## config.mk

```make
export PLATFORM = sky130hd
export DESIGN_NAME = maze_bot_io_flat
export DESIGN_NICKNAME = d
export VERILOG_FILES = /design/src/rtl/maze_bot_pkg.sv /design/src/rtl/maze_bot_io_if.sv /design/src/rtl/maze_bot_srst_seq.sv /design/src/rtl/maze_bot_io.sv /design/src/flat_wrapper.sv
export SDC_FILE = /design/constraint.sdc
export NUM_CORES = 1
export LEC_CHECK = 0
export CORE_MARGIN = 5
export CORE_UTILIZATION = 30
export CTS_CLUSTER_DIAMETER = 200
export DETAILED_ROUTE_END_ITERATION = 12
export PLACE_DENSITY = 0.63
export SETUP_SLACK_MARGIN = 0.1
export SYNTH_ARGS = -nofsm -noshare
export SYNTH_HDL_FRONTEND = slang
export SYNTH_SLANG_ARGS = --single-unit
```

## constraint.sdc

```tcl
create_clock -name clk -period 2.3 [get_ports clk]
set_input_delay 0.345 -clock clk [delete_from_list [all_inputs] [get_ports clk]]
set_output_delay 0.345 -clock clk [all_outputs]
set_load 0.005 [all_outputs]
```

## src/rtl/maze_bot_pkg.sv

```systemverilog
// Shared types and constants for the maze bot MIPS I/O bridge:
// direction/speed codes, register map, STATUS bit positions and sequencer states.
package maze_bot_pkg;

   typedef enum logic [2:0] {
      NORTH, NORTHEAST, EAST, SOUTHEAST, SOUTH, SOUTHWEST, WEST, NORTHWEST
   } dir_e;

   typedef enum logic [1:0] {
      SPD_IDLE, SPD_SLOWEST, SPD_SLOW, SPD_FAST
   } spd_e;

   localparam logic [2:0] REG_CTRL    = 3'd0;
   localparam logic [2:0] REG_CMD     = 3'd1;
   localparam logic [2:0] REG_STATUS  = 3'd2;
   localparam logic [2:0] REG_MOVECNT = 3'd3;
   localparam logic [2:0] REG_IRQEN   = 3'd4;

   localparam int CMD_SRST  = 0;
   localparam int CMD_CLEAR = 1;

   localparam int ST_DEADLOCK = 16;
   localparam int ST_WALL     = 17;
   localparam int ST_END      = 18;
   localparam int ST_MOVED    = 19;
   localparam int ST_BUSY     = 20;

   // Bot location seen straight after a hard reset.
   localparam logic [7:0] RESET_LOCX = 8'd68;
   localparam logic [7:0] RESET_LOCY = 8'd60;

   typedef enum logic [1:0] {
      SRST_IDLE, SRST_ASSERT, SRST_SETTLE
   } srst_state_e;

   function automatic logic [31:0] pack_ctrl(input logic [2:0] dir,
                                             input logic [1:0] xspd,
                                             input logic [1:0] yspd);
      return {22'd0, yspd, 2'd0, xspd, 1'b0, dir};
   endfunction

endpackage

```

## src/rtl/maze_bot_io_if.sv

```systemverilog
// MIPS I/O bus slice seen by the maze bot register bridge.
// Handshake: bus_we/bus_re are one-cycle strobes; bus_ack pulses exactly one cycle later
// with bus_rdata registered alongside it (0 for writes or when no read is acknowledged).
interface maze_bot_io_if;
   logic [2:0]  bus_addr;
   logic [31:0] bus_wdata;
   logic        bus_we;
   logic        bus_re;
   logic [31:0] bus_rdata;
   logic        bus_ack;

   modport master (
      output bus_addr, bus_wdata, bus_we, bus_re,
      input  bus_rdata, bus_ack
   );

   modport slave (
      input  bus_addr, bus_wdata, bus_we, bus_re,
      output bus_rdata, bus_ack
   );
endinterface

```

## src/rtl/maze_bot_srst_seq.sv

```systemverilog
// Soft-reset sequencer: holds soft_rst_n low for SRST_CYCLES clocks, then one
// settle cycle that pulses done before returning to idle.
module maze_bot_srst_seq
   import maze_bot_pkg::*;
#(
   parameter int SRST_CYCLES = 4
) (
   input  logic        clk,
   input  logic        rst,
   input  logic        start,
   output logic        soft_rst_n,
   output logic        busy,
   output logic        done,
   output srst_state_e state
);

   localparam int CNT_W = (SRST_CYCLES > 1) ? $clog2(SRST_CYCLES) : 1;

   srst_state_e      state_nxt;
   logic [CNT_W-1:0] cnt;
   logic [CNT_W-1:0] cnt_nxt;

   always_ff @(posedge clk) begin
      if (!rst) begin
         state <= SRST_IDLE;
         cnt   <= '0;
      end else begin
         state <= state_nxt;
         cnt   <= cnt_nxt;
      end
   end

   // A start seen outside IDLE is dropped, so a busy sequence never restarts.
   always_comb begin
      state_nxt  = state;
      cnt_nxt    = cnt;
      soft_rst_n = 1'b1;
      busy       = 1'b0;
      done       = 1'b0;
      case (state)
         SRST_IDLE: begin
            if (start) begin
               state_nxt = SRST_ASSERT;
               cnt_nxt   = CNT_W'(SRST_CYCLES - 1);
            end
         end
         SRST_ASSERT: begin
            soft_rst_n = 1'b0;
            busy       = 1'b1;
            if (cnt == '0) state_nxt = SRST_SETTLE;
            else           cnt_nxt   = cnt - CNT_W'(1);
         end
         SRST_SETTLE: begin
            busy      = 1'b1;
            done      = 1'b1;
            state_nxt = SRST_IDLE;
         end
         default: state_nxt = SRST_IDLE;
      endcase
   end

endmodule

```

## src/rtl/maze_bot_io.sv

```systemverilog
// Memory-mapped register bridge between the MIPS I/O decoder and the maze bot:
// control/command registers, sticky event flags, move counter and level interrupt.
module maze_bot_io
   import maze_bot_pkg::*;
#(
   parameter int SRST_CYCLES = 4,
   parameter int MOVECNT_W   = 16
) (
   input  logic               clk,
   input  logic               rst,
   maze_bot_io_if.slave       bus,
   output logic [2:0]         bot_dir,
   output logic [1:0]         bot_xspd,
   output logic [1:0]         bot_yspd,
   output logic               soft_rst_n,
   input  logic [7:0]         bot_locx,
   input  logic [7:0]         bot_locy,
   input  logic               bot_end,
   input  logic               bot_wall,
   input  logic               bot_deadlock,
   output logic               irq,
   output srst_state_e        srst_state
);

   logic [2:0]           ctrl_dir;
   logic [1:0]           ctrl_xspd;
   logic [1:0]           ctrl_yspd;
   logic [2:0]           irq_en;
   logic                 wall_stk, end_stk, moved_stk;
   logic                 wall_q, end_q;
   logic [7:0]           prev_locx, prev_locy;
   logic [MOVECNT_W-1:0] movecnt;
   logic [31:0]          rdata_nxt;

   logic wr, rd, wr_ctrl, wr_cmd, wr_irqen, rd_status;
   logic srst_start, sw_clear, srst_busy, srst_done, idle;
   logic wall_rise, end_rise, move, clr_all, clr_flags;

   assign wr        = bus.bus_we;
   assign rd        = bus.bus_re & ~bus.bus_we;
   assign wr_ctrl   = wr && (bus.bus_addr == REG_CTRL);
   assign wr_cmd    = wr && (bus.bus_addr == REG_CMD);
   assign wr_irqen  = wr && (bus.bus_addr == REG_IRQEN);
   assign rd_status = rd && (bus.bus_addr == REG_STATUS);

   assign srst_start = wr_cmd & bus.bus_wdata[CMD_SRST];
   assign sw_clear   = wr_cmd & bus.bus_wdata[CMD_CLEAR];

   maze_bot_srst_seq #(.SRST_CYCLES(SRST_CYCLES)) u_srst (
      .clk        (clk),
      .rst        (rst),
      .start      (srst_start),
      .soft_rst_n (soft_rst_n),
      .busy       (srst_busy),
      .done       (srst_done),
      .state      (srst_state)
   );

   assign idle = ~srst_busy;

   // Events and moves are only meaningful while the bot is out of soft reset.
   assign wall_rise = bot_wall & ~wall_q & idle;
   assign end_rise  = bot_end  & ~end_q  & idle;
   assign move      = ({bot_locx, bot_locy} != {prev_locx, prev_locy}) & ~bot_deadlock & idle;

   assign clr_all   = sw_clear | srst_done;
   assign clr_flags = clr_all | rd_status;

   always_ff @(posedge clk) begin
      if (!rst) begin
         ctrl_dir  <= '0;
         ctrl_xspd <= '0;
         ctrl_yspd <= '0;
         irq_en    <= '0;
         wall_stk  <= 1'b0;
         end_stk   <= 1'b0;
         moved_stk <= 1'b0;
         wall_q    <= 1'b0;
         end_q     <= 1'b0;
         prev_locx <= RESET_LOCX;
         prev_locy <= RESET_LOCY;
         movecnt   <= '0;
         irq       <= 1'b0;
      end else begin
         if (wr_ctrl) begin
            ctrl_dir  <= bus.bus_wdata[2:0];
            ctrl_xspd <= bus.bus_wdata[5:4];
            ctrl_yspd <= bus.bus_wdata[9:8];
         end
         if (wr_irqen) irq_en <= bus.bus_wdata[2:0];

         wall_q    <= bot_wall;
         end_q     <= bot_end;
         prev_locx <= bot_locx;
         prev_locy <= bot_locy;

         // A flag set in the same cycle as a clear survives the clear.
         wall_stk  <= (wall_stk  & ~clr_flags) | wall_rise;
         end_stk   <= (end_stk   & ~clr_flags) | end_rise;
         moved_stk <= (moved_stk & ~clr_flags) | move;

         if (clr_all)
            movecnt <= move ? MOVECNT_W'(1) : '0;
         else if (move && (movecnt != {MOVECNT_W{1'b1}}))
            movecnt <= movecnt + MOVECNT_W'(1);

         irq <= |({moved_stk, end_stk, wall_stk} & irq_en);
      end
   end

   always_comb begin
      rdata_nxt = '0;
      case (bus.bus_addr)
         REG_CTRL:    rdata_nxt = pack_ctrl(ctrl_dir, ctrl_xspd, ctrl_yspd);
         REG_STATUS: begin
            rdata_nxt[7:0]         = bot_locx;
            rdata_nxt[15:8]        = bot_locy;
            rdata_nxt[ST_DEADLOCK] = bot_deadlock;
            rdata_nxt[ST_WALL]     = wall_stk;
            rdata_nxt[ST_END]      = end_stk;
            rdata_nxt[ST_MOVED]    = moved_stk;
            rdata_nxt[ST_BUSY]     = srst_busy;
         end
         REG_MOVECNT: rdata_nxt = 32'(movecnt);
         REG_IRQEN:   rdata_nxt = {29'd0, irq_en};
         default:     rdata_nxt = '0;
      endcase
   end

   always_ff @(posedge clk) begin
      if (!rst) begin
         bus.bus_ack   <= 1'b0;
         bus.bus_rdata <= '0;
      end else begin
         bus.bus_ack   <= bus.bus_we | bus.bus_re;
         bus.bus_rdata <= rd ? rdata_nxt : '0;
      end
   end

   assign bot_dir  = ctrl_dir;
   assign bot_xspd = idle ? ctrl_xspd : SPD_IDLE;
   assign bot_yspd = idle ? ctrl_yspd : SPD_IDLE;

   logic unused_wdata;
   assign unused_wdata = ^{bus.bus_wdata[31:10], bus.bus_wdata[7:6], bus.bus_wdata[3]};

endmodule
```

## src/flat_wrapper.sv

```systemverilog
// flat-port wrapper written by rule: the top's interface ports become plain ports
module maze_bot_io_flat import maze_bot_pkg::*;
#(
   parameter int SRST_CYCLES = 4,
   parameter int MOVECNT_W   = 16
)
  (clk, rst, bot_dir, bot_xspd, bot_yspd, soft_rst_n, bot_locx, bot_locy, bot_end, bot_wall, bot_deadlock, irq, srst_state, bus_bus_addr, bus_bus_wdata, bus_bus_we, bus_bus_re, bus_bus_rdata, bus_bus_ack);
  maze_bot_io_if bus_i ();
  input  logic clk;
  input  logic rst;
  output logic [2:0] bot_dir;
  output logic [1:0] bot_xspd;
  output logic [1:0] bot_yspd;
  output logic soft_rst_n;
  input  logic [7:0] bot_locx;
  input  logic [7:0] bot_locy;
  input  logic bot_end;
  input  logic bot_wall;
  input  logic bot_deadlock;
  output logic irq;
  output srst_state_e srst_state;
  input wire logic [$bits(bus_i.bus_addr)-1:0] bus_bus_addr;
  input wire logic [$bits(bus_i.bus_wdata)-1:0] bus_bus_wdata;
  input wire logic [$bits(bus_i.bus_we)-1:0] bus_bus_we;
  input wire logic [$bits(bus_i.bus_re)-1:0] bus_bus_re;
  output wire logic [$bits(bus_i.bus_rdata)-1:0] bus_bus_rdata;
  output wire logic [$bits(bus_i.bus_ack)-1:0] bus_bus_ack;
  assign bus_i.bus_addr = bus_bus_addr;
  assign bus_i.bus_wdata = bus_bus_wdata;
  assign bus_i.bus_we = bus_bus_we;
  assign bus_i.bus_re = bus_bus_re;
  assign bus_bus_rdata = bus_i.bus_rdata;
  assign bus_bus_ack = bus_i.bus_ack;
  maze_bot_io #(.SRST_CYCLES(SRST_CYCLES), .MOVECNT_W(MOVECNT_W)) u_core (.clk(clk), .rst(rst), .bus(bus_i), .bot_dir(bot_dir), .bot_xspd(bot_xspd), .bot_yspd(bot_yspd), .soft_rst_n(soft_rst_n), .bot_locx(bot_locx), .bot_locy(bot_locy), .bot_end(bot_end), .bot_wall(bot_wall), .bot_deadlock(bot_deadlock), .irq(irq), .srst_state(srst_state));
endmodule
```

**Word-level counts from Yosys, hierarchy flattened**

Cells that the tools add are included.

- Logic and storage cells: 86
- Bits of input ports: 58
- Register bits: 85
- Output and inout bits: 44

- Equality and inequality tests: 11
- Add/subtract/negate cells: 2
- Reduce and logical (&&, ||, !) cells: 15
- Bitwise logic cells: 25
- Muxes and demuxes: 15

Operator list:

| cell | count |
|---|---|
| one-hot mux 21 bit (4 select lines) | 1 |
| two-way mux 16 bit | 2 |
| adder 16 x 1 -> 16 bit, second input constant | 1 |
| inequality test 16 bit | 1 |
| inequality test 16 bit, second input constant | 1 |
| bitwise AND 1 bit | 12 |
| two-way mux 2 bit | 6 |
| one-hot mux 2 bit (2 select lines) | 2 |
| equality test 3 x 2 -> 1 bit, second input constant | 2 |
| NOT 1 bit | 6 |
| bitwise OR 1 bit | 6 |
| logical AND 1 bit | 5 |
| logical NOT 2 bit | 2 |
| two-way mux 1 bit | 4 |
| inequality test 2 bit, second input constant | 2 |
| AND reduction 2 bit | 2 |
| nonzero test 2 bit | 2 |
| bitwise AND 3 bit | 1 |
| equality test 3 x 1 -> 1 bit, second input constant | 1 |
| equality test 3 bit, second input constant | 1 |
| logical NOT 3 bit | 1 |
| AND reduction 3 bit | 1 |
| OR reduction 3 bit | 1 |
| equality test 2 x 1 -> 1 bit, second input constant | 1 |
| other kinds (4) | 4 |

**Longest topological paths before layout**

Gate-level depths: netlist of the first run.

- Word-level depth: 8
- Mapped depth: 9
- Mapped depth without buffers: 7

**Hierarchy**

From an unflattened synthesis of the first run, not the netlist that was laid out.

- Cell total of the unflattened synthesis: 361
- Area total of the unflattened synthesis: 3390.8 µm²

Modules (own cells, without submodules):

| module | times used | sequential area each (µm²) | area each (µm²) | cells each |
|---|---|---|---|---|
| maze_bot_io | 1 | 1401.3 | 3088.0 | 326 |
| maze_bot_srst_seq | 1 | 80.1 | 302.8 | 35 |

**Worst setup path after synthesis of the first run**

OpenSTA, ideal clock, no wires.

- Path kind: reg-to-reg
- Start point: register u_core.u_srst.state[0]
- End point: register u_core.movecnt[11]
- Cell stages (with the launch flop): 8
- Buffers on the path: 2
- Clock period less this slack: 2.149 ns
- Required time: 2.230 ns
- Library setup time: 0.070 ns
- Arrival time: 2.078 ns
- Slack: 0.151 ns
- Cells stage by stage: dfxtp_1 > inv_1 > ha_1 > or3_1 > buf_2 > buf_6 > or4_1 > a21oi_1

- Cells in the longest elaborated chain, start to end: 7
- Elaborated cells on any way between the ends: 11
- Those cells by class: eq/ne: 2; mux: 3; bitwise: 3; reduce/logical: 3

RTL lines:

| what | line | RTL |
|---|---|---|
| start, declared | maze_bot_srst_seq.sv:14 | `output srst_state_e state` |
| start signal, assigned | maze_bot_srst_seq.sv:28 | `state <= state_nxt;` |
| equality test 2 x 1 -> 1 bit / equality test 2 bit (equally long branches) | maze_bot_srst_seq.sv:40 | `case (state)` |
| OR reduction 2 bit (no line) | -- |  |
| two-way mux 1 bit | maze_bot_srst_seq.sv:40 |  |
| NOT 1 bit | maze_bot_io.sv:59 | `assign idle = ~srst_busy;` |
| bitwise AND 1 bit | maze_bot_io.sv:64 | `assign move = ({bot_locx, bot_locy} != {prev_locx, prev_locy}) & ~bot_deadlock & idle;` |
| logical AND 1 bit | maze_bot_io.sv:104 | `else if (move && (movecnt != {MOVECNT_W{1'b1}}))` |
| nonzero test 2 bit (no line) | -- |  |
| end signal, assigned | maze_bot_io.sv:103 | `movecnt <= move ? MOVECNT_W'(1) : '0;` |
| end signal, assigned | maze_bot_io.sv:105 | `movecnt <= movecnt + MOVECNT_W'(1);` |
| end, declared | maze_bot_io.sv:32 | `logic [MOVECNT_W-1:0] movecnt;` |

Parallel ways exist; a longest one is shown, timed or not.
A chain may end at the register's enable or synchronous reset.

**Worst setup path in the final report of the first run**

- Start point: input bot_locx[3]
- End point: register u_core.movecnt[7]

- Cells in the longest elaborated chain, start to end: 5

RTL lines:

| what | line | RTL |
|---|---|---|
| start, declared | flat_wrapper.sv:15 | `input logic [7:0] bot_locx;` |
| inequality test 16 bit | maze_bot_io.sv:64 |  |
| bitwise AND 1 bit (2 in series) | maze_bot_io.sv:64 |  |
| logical AND 1 bit | maze_bot_io.sv:104 |  |
| nonzero test 2 bit (no line) | -- |  |

No other way between the ends.

==> out/metrics.csv, run 1 <==
metric,value,unit
outcome,completed,
synth.avg_cell_area,9.331,sq um
finalSetupViolations,0,
synthTopCellsByArea,"dfxtp_1 45%, mux2i_1 5.8%, xnor2_1 4.2%",
grt_max_degree,44,
synth-edff-count,0,
maxSlewViolCount,0,
netlist_area,3303,sq um
drive_gt1_share,14.96,%
synthArstFlopShare,0,%
max_freq,0.4728,GHz
via_per_inst,4.709,
setup_ws,0.1848,ns
synth-main-ff-cell,dfxtp_1,
htree_levels,3,
antenna_left,0,
wirelength,8292,microns
dp_slack,-0.1161,ns
worstSetupPathType,primary input to flop,
insertion_delay,0.35,ns
hpwlAfterDp,6113,microns
pwr_density_cell,677.8,nW/um^2
cts.clk_slew.worst_paths,0.07,ns
hold_path_depth,3,
wl_per_cell,14.10,microns
drcViolationCount,0,
synth-seq-cells,74,
synth-seq-area-share,44.85,%
pin_count,102,
multi_input_area,1713,sq um
drtIter0Drc,173,
row_count,38,
diodes,0,
vdd_drop_max,0.3123,mV
cts_made_buffers,9,
cp-end-kind,flop,
synth_cell_types,40,
synth_top_area_share,44.85,%
cp.arrival,2.39,ns
vias,2769,
track_usage,12.35,%
clk_path_buf_depth,2,
final.setup_skew,0.01400,ns
syn_inst,354,
synth_top_area_cell,dfxtp_1,
p_leak,1.723,nW
cp_max_fo,11,
area_growth,37.84,%
grt_pass1_wl,12930,microns
overflow,0,
core,10790,sq um
holdCritPathClass,primary input to flop,
first_pass_iters,4,
gp_congestion,0.8251,
total_power,3.086,mW
hold_ws,0.3988,ns
max_cap_violations,0,
hold_viol,0,
regArea,1483,sq um
dieHeight,114.9,microns
port_buffers,65,
required,2.58,ns
cts_sinks,74,
fp.dieW,114.9,microns
period_needed,2.115,ns
rsz0062_at_grt,false,
r2r_cells,6,
period_share,91.96,%
cts_tree,built,
grt_pass1_vias,2608,
synth_warnings,0,
start_util,30.61,%
fillerInstances,1057,
cp-start-kind,primary input,
fin_nets,509,
root_buffer,clkbuf_8,
antenna_found_initial,0,
fp.dieArea,13210,sq um
ctsHoldBuffers,0,
-- critical path, stage by stage --
cell and delay, ns:
clkdlybuf4s50_1 0.45, xnor2_1 0.15, nand4_1 0.11, nor4_1 0.08, or3_4 0.43, buf_12 0.15
or4_1 0.53, a21oi_2 0.15
-- cells in the final DEF (no fill, tap or decap), drive strengths merged, types with 15 or more instances in the layout --
| master | netlist | layout |
|---|---|---|
| a21oi | 18 | 18 |
| and2 | 19 | 19 |
| buf | 16 | 32 |
| clkdlybuf4s50 | 0 | 56 |
| dfxtp | 74 | 74 |
| mux2i | 19 | 19 |
| nand2 | 15 | 15 |
| nor2 | 31 | 31 |
| nor2b | 19 | 19 |
| xnor2 | 16 | 16 |
-- cell type report --
cell class | count | area share, %
multi-input cells | 253 | 37.62
flip-flops and latches | 74 | 32.56
repair buffers | 98 | 20.56
well taps | 140 | 3.847
clock buffers | 10 | 3.023
clock inverters | 5 | 1.731
inverters | 8 | 0.6595
-- layer usage --
layer / track usage, % / share of wire, % / vias to the layer above
met3: 3.105 / 5.5 / 9
li1: - / - / 1395
met5: 0 / 0 / -
met1: 16.73 / 47 / 1300
met4: 5.086 / 2.1 / 0
met2: 18.75 / 46 / 65
-- power breakdown --
| part | switching [mW] | total [mW] | internal [mW] |
|---|---|---|---|
| Sequential | 0.0403 | 1.38 | 1.34 |
| Combinational | 0.284 | 0.604 | 0.320 |
| Clock | 0.470 | 1.10 | 0.633 |
| Total | 0.794 | 3.09 | 2.29 |
-- synth_stat cells (all sizes together) (4+ instances only) --
cell	n
nand2b	6
clkbuf	13
mux2i	19
ha	7
a31oi	4
and2	19
a22oi	9
xnor2	16
a21boi	4
inv	8
a21oi	18
buf	16
dfxtp	74
o21ai	9
mux2	8
nand3	5
nand4	10
nand2	15
nor2b	19
nor2	31
o31ai	10
or3	8
or4	10
-- state kept, by name, summed over array words and instances, names as in the netlist --
register / count
u_core.bus.bus_ack: 1
u_core.ctrl_xspd: 2
u_core.end_q: 1
u_core.end_stk: 1
u_core.wall_stk: 1
u_core.bot_dir: 3
u_core.prev_locy: 8
u_core.irq_en: 3
u_core.moved_stk: 1
u_core.movecnt: 16
u_core.u_srst.cnt: 2
u_core.ctrl_yspd: 2
u_core.u_srst.state: 2
u_core.wall_q: 1
u_core.prev_locx: 8
u_core.irq: 1
u_core.bus.bus_rdata: 21
-- through the flow --
step | utilization [%] | instances | cell area [sq um] | setup TNS [ns]
after floorplan | - | 364 | 3341 | 0
after global placement | 39.50 | 572 | 4263 | -1.032
after detailed placement | 39.50 | 572 | 4263 | -1.191
after CTS | 41.58 | 587 | 4488 | 0
after global routing | 42.19 | 588 | 4553 | 0
final | 42.19 | 588 | 4553 | 0
-- kinds of logic after synthesis --
family / count (synthesis) / synth area share [%]
adders and majority gates: 7 / 2.651
AOI/OAI and AO/OA: 60 / 11.67
xor gates and xnor gates: 16 / 4.242
muxes: 27 / 8.485
DFF: 74 / 44.85
and+or+nand+nor: 132 / 22.16
buffers and inverters: 37 / 5.833
other: 1 / 0.1135
-- path summary, 6_finish.rpt --
| kind | startpoint | endpoint | slack (ns) |
|---|---|---|---|
| setup / recovery | bot_locx[3] | u_core.movecnt[7] | 0.18 |
| hold / removal | bot_locx[1] | u_core.prev_locx[1] | 0.40 |
| setup reg to reg | u_core.u_srst.state[0] | u_core.movecnt[7] | 0.32 |
| hold reg to reg | u_core.u_srst.cnt[1] | u_core.u_srst.cnt[1] | 0.48 |
-- timing repair --
action	CTS	global route
endpoints found under the setup margin	4	2
endpoints found under the hold margin	0	0
setup buffers	0	0
pin swaps	0	2
gates cloned	0	1
resized for setup	7	10
Power figures use the tool's default switching activity.
==> inputs of run 2 (changes only) <==
--- a/config.mk
+++ b/config.mk
@@ -10,6 +10,7 @@
 export CTS_CLUSTER_DIAMETER = 200
 export DETAILED_ROUTE_END_ITERATION = 12
 export PLACE_DENSITY = 0.63
+export REMOVE_ABC_BUFFERS = 1
 export SETUP_SLACK_MARGIN = 0.1
 export SYNTH_ARGS = -nofsm -noshare
 export SYNTH_HDL_FRONTEND = slang
==> run 2 against run 1 <==
Sequential power barely moved. Critical path type unchanged. Clock skew decreased by 0.0066 ns. Critical endpoint is now u_core.movecnt[13]. Clock power grew 5%. Non-clock buffer count rose by 5. Largest power group unchanged. Cell area rose by 0.16%.
==> out/metrics.csv, run 2 (synthesized netlist as in run 1, its figures left out) <==
metric,value,unit
hpwlAfterDp,6266,microns
total_power,3.119,mW
cp.arrival,2.39,ns
rsz0062_at_grt,false,
fillerInstances,1050,
fp.dieArea,13210,sq um
drive_gt1_share,15.64,%
cts_sinks,74,
overflow,0,
cp_max_fo,25,
hold_ws,0.4754,ns
pwr_density_cell,683.9,nW/um^2
setup_tns,0,ns
cts_tree,built,
dieHeight,114.9,microns
r2r_cells,6,
cp-start-kind,primary input,
dp_cells,577,
cts_made_buffers,9,
dp_slack,-0.1383,ns
port_buffers,65,
track_usage,13.11,%
slowest_stage,or4_1,
endpoint,u_core.movecnt[13],
r2r-start,u_core.u_srst.state[0],
worstSetupStartpoint,bot_locy[7],
timing.rr.end,u_core.movecnt[13],
wirelength,8499,microns
max_flop_register,u_core.bus.bus_rdata,
cp-end-kind,flop,
antenna_left,0,
antenna_found_initial,0,
crit_chain,clkdlybuf4s50_1 -> xnor2_1 -> nand4_1 -> nor4_1 -> or3_1 -> buf_12 -> or4_1 -> a21oi_2,
clk_path_buf_depth,2,
period_needed,2.098,ns
maxSlewViolCount,0,
area_growth,38.07,%
drtIter0Drc,145,
pin_count,102,
outcome,completed,
ctsHoldBuffers,0,
grt_max_degree,44,
finalSetupViolations,0,
vdd_drop_max,0.2930,mV
insertion_delay,0.35,ns
grt_pass1_wl,13720,microns
hold_viol,0,
max_freq,0.4766,GHz
p_leak,1.724,nW
cpPeakStageDelay,0.52,ns
first_pass_iters,5,
wl_per_cell,14.31,microns
final_common_cell,dfxtp_1,
grt_pass1_vias,2721,
cts.clk_slew.worst_paths,0.08,ns
final.setup_skew,0.007435,ns
start_util,30.61,%
fp.dieW,114.9,microns
setup_ws,0.2019,ns
final_area,4561,sq um
final_core_util,42.26,%
reg_top3,"u_core.bus.bus_rdata x21, u_core.movecnt x16",
mostFrequentLayoutCells,"73 x dfxtp_1, 61 x clkdlybuf4s50_1, 37 x buf_4",
largest_reg_flops,21,
drcViolationCount,0,
fin_nets,514,
htree_levels,3,
period_share,91.22,%
worstSetupPathType,primary input to flop,
stdcell_count,594,
max_cap_violations,0,
row_count,38,
hp-start,u_core.u_srst.cnt[1],
vias,2771,
gp_congestion,0.7765,
diodes,0,
root_buffer,clkbuf_8,
placed_area,4300,sq um
core,10790,sq um
r2r_slack,0.29,ns
required,2.59,ns
holdCritPathClass,flop to flop,
via_per_inst,4.665,
-- run 2: cell types whose count changed in the layout (fill, tap and decap cells not counted), sizes merged --
cell,delta
inv,+3
buf,+6
clkinvlp,+1
clkinv,-2
clkdlybuf4s50,+5
clkbuf,-2
dlymetal6s2s,-2
dlygate4sd2,-3
-- run 2: worst min-delay path by stage --
stage	end	cells after the start	slack, ns
detailed placement	u_core.u_srst.cnt[1]	2	0.47
finish	u_core.u_srst.cnt[1]	2	0.48
floorplan	u_core.prev_locx[2]	1	0.42
global route	u_core.bus.bus_rdata[17]	1	0.52
CTS	u_core.u_srst.cnt[1]	2	0.49
global placement	u_core.u_srst.cnt[1]	2	0.45
-- run 2: power by group --
part           switching, mW  total, mW  internal (mW)
Clock                  0.531       1.15          0.621
Sequential            0.0411       1.38           1.34
Combinational          0.284      0.587          0.303
-- run 2: area by class of cell --
type                    count  area (sq um)  area share [%]
inverters                   8         30.03          0.6584
multi-input cells         253          1695           37.17
clock buffers               9         123.9           2.716
well taps                 140         175.2           3.841
flip-flops and latches     74          1483           32.51
clock inverters             7         98.84           2.167
repair buffers            103         954.7           20.93
-- run 2: per-layer routing --
metal | share of wire, % | wire length [microns] | GRT usage [%] | vias up
met3 | 5.2 | 445 | 3.895 | 7
met4 | 1.1 | 97 | 3.130 | 0
met2 | 44 | 3749 | 20.02 | 62
met5 | 0 | 0 | 0 | -
li1 | - | - | - | 1410
met1 | 49 | 4206 | 18.24 | 1292
-- run 2: worst max-delay path, delay by kind of cell --
| family | cells | cell delay [ns] |
|---|---|---|
| xor+xnor | 1 | 0.17 |
| compound gates | 1 | 0.14 |
| buf+inv | 2 | 0.62 |
| simple gates | 4 | 1.11 |
-- run 2: repair_timing --
item	4_1_cts	5_1_grt
pin swaps	0	0
resized for setup	5	5
buffers inserted	1	0
endpoints found under the setup margin	5	6
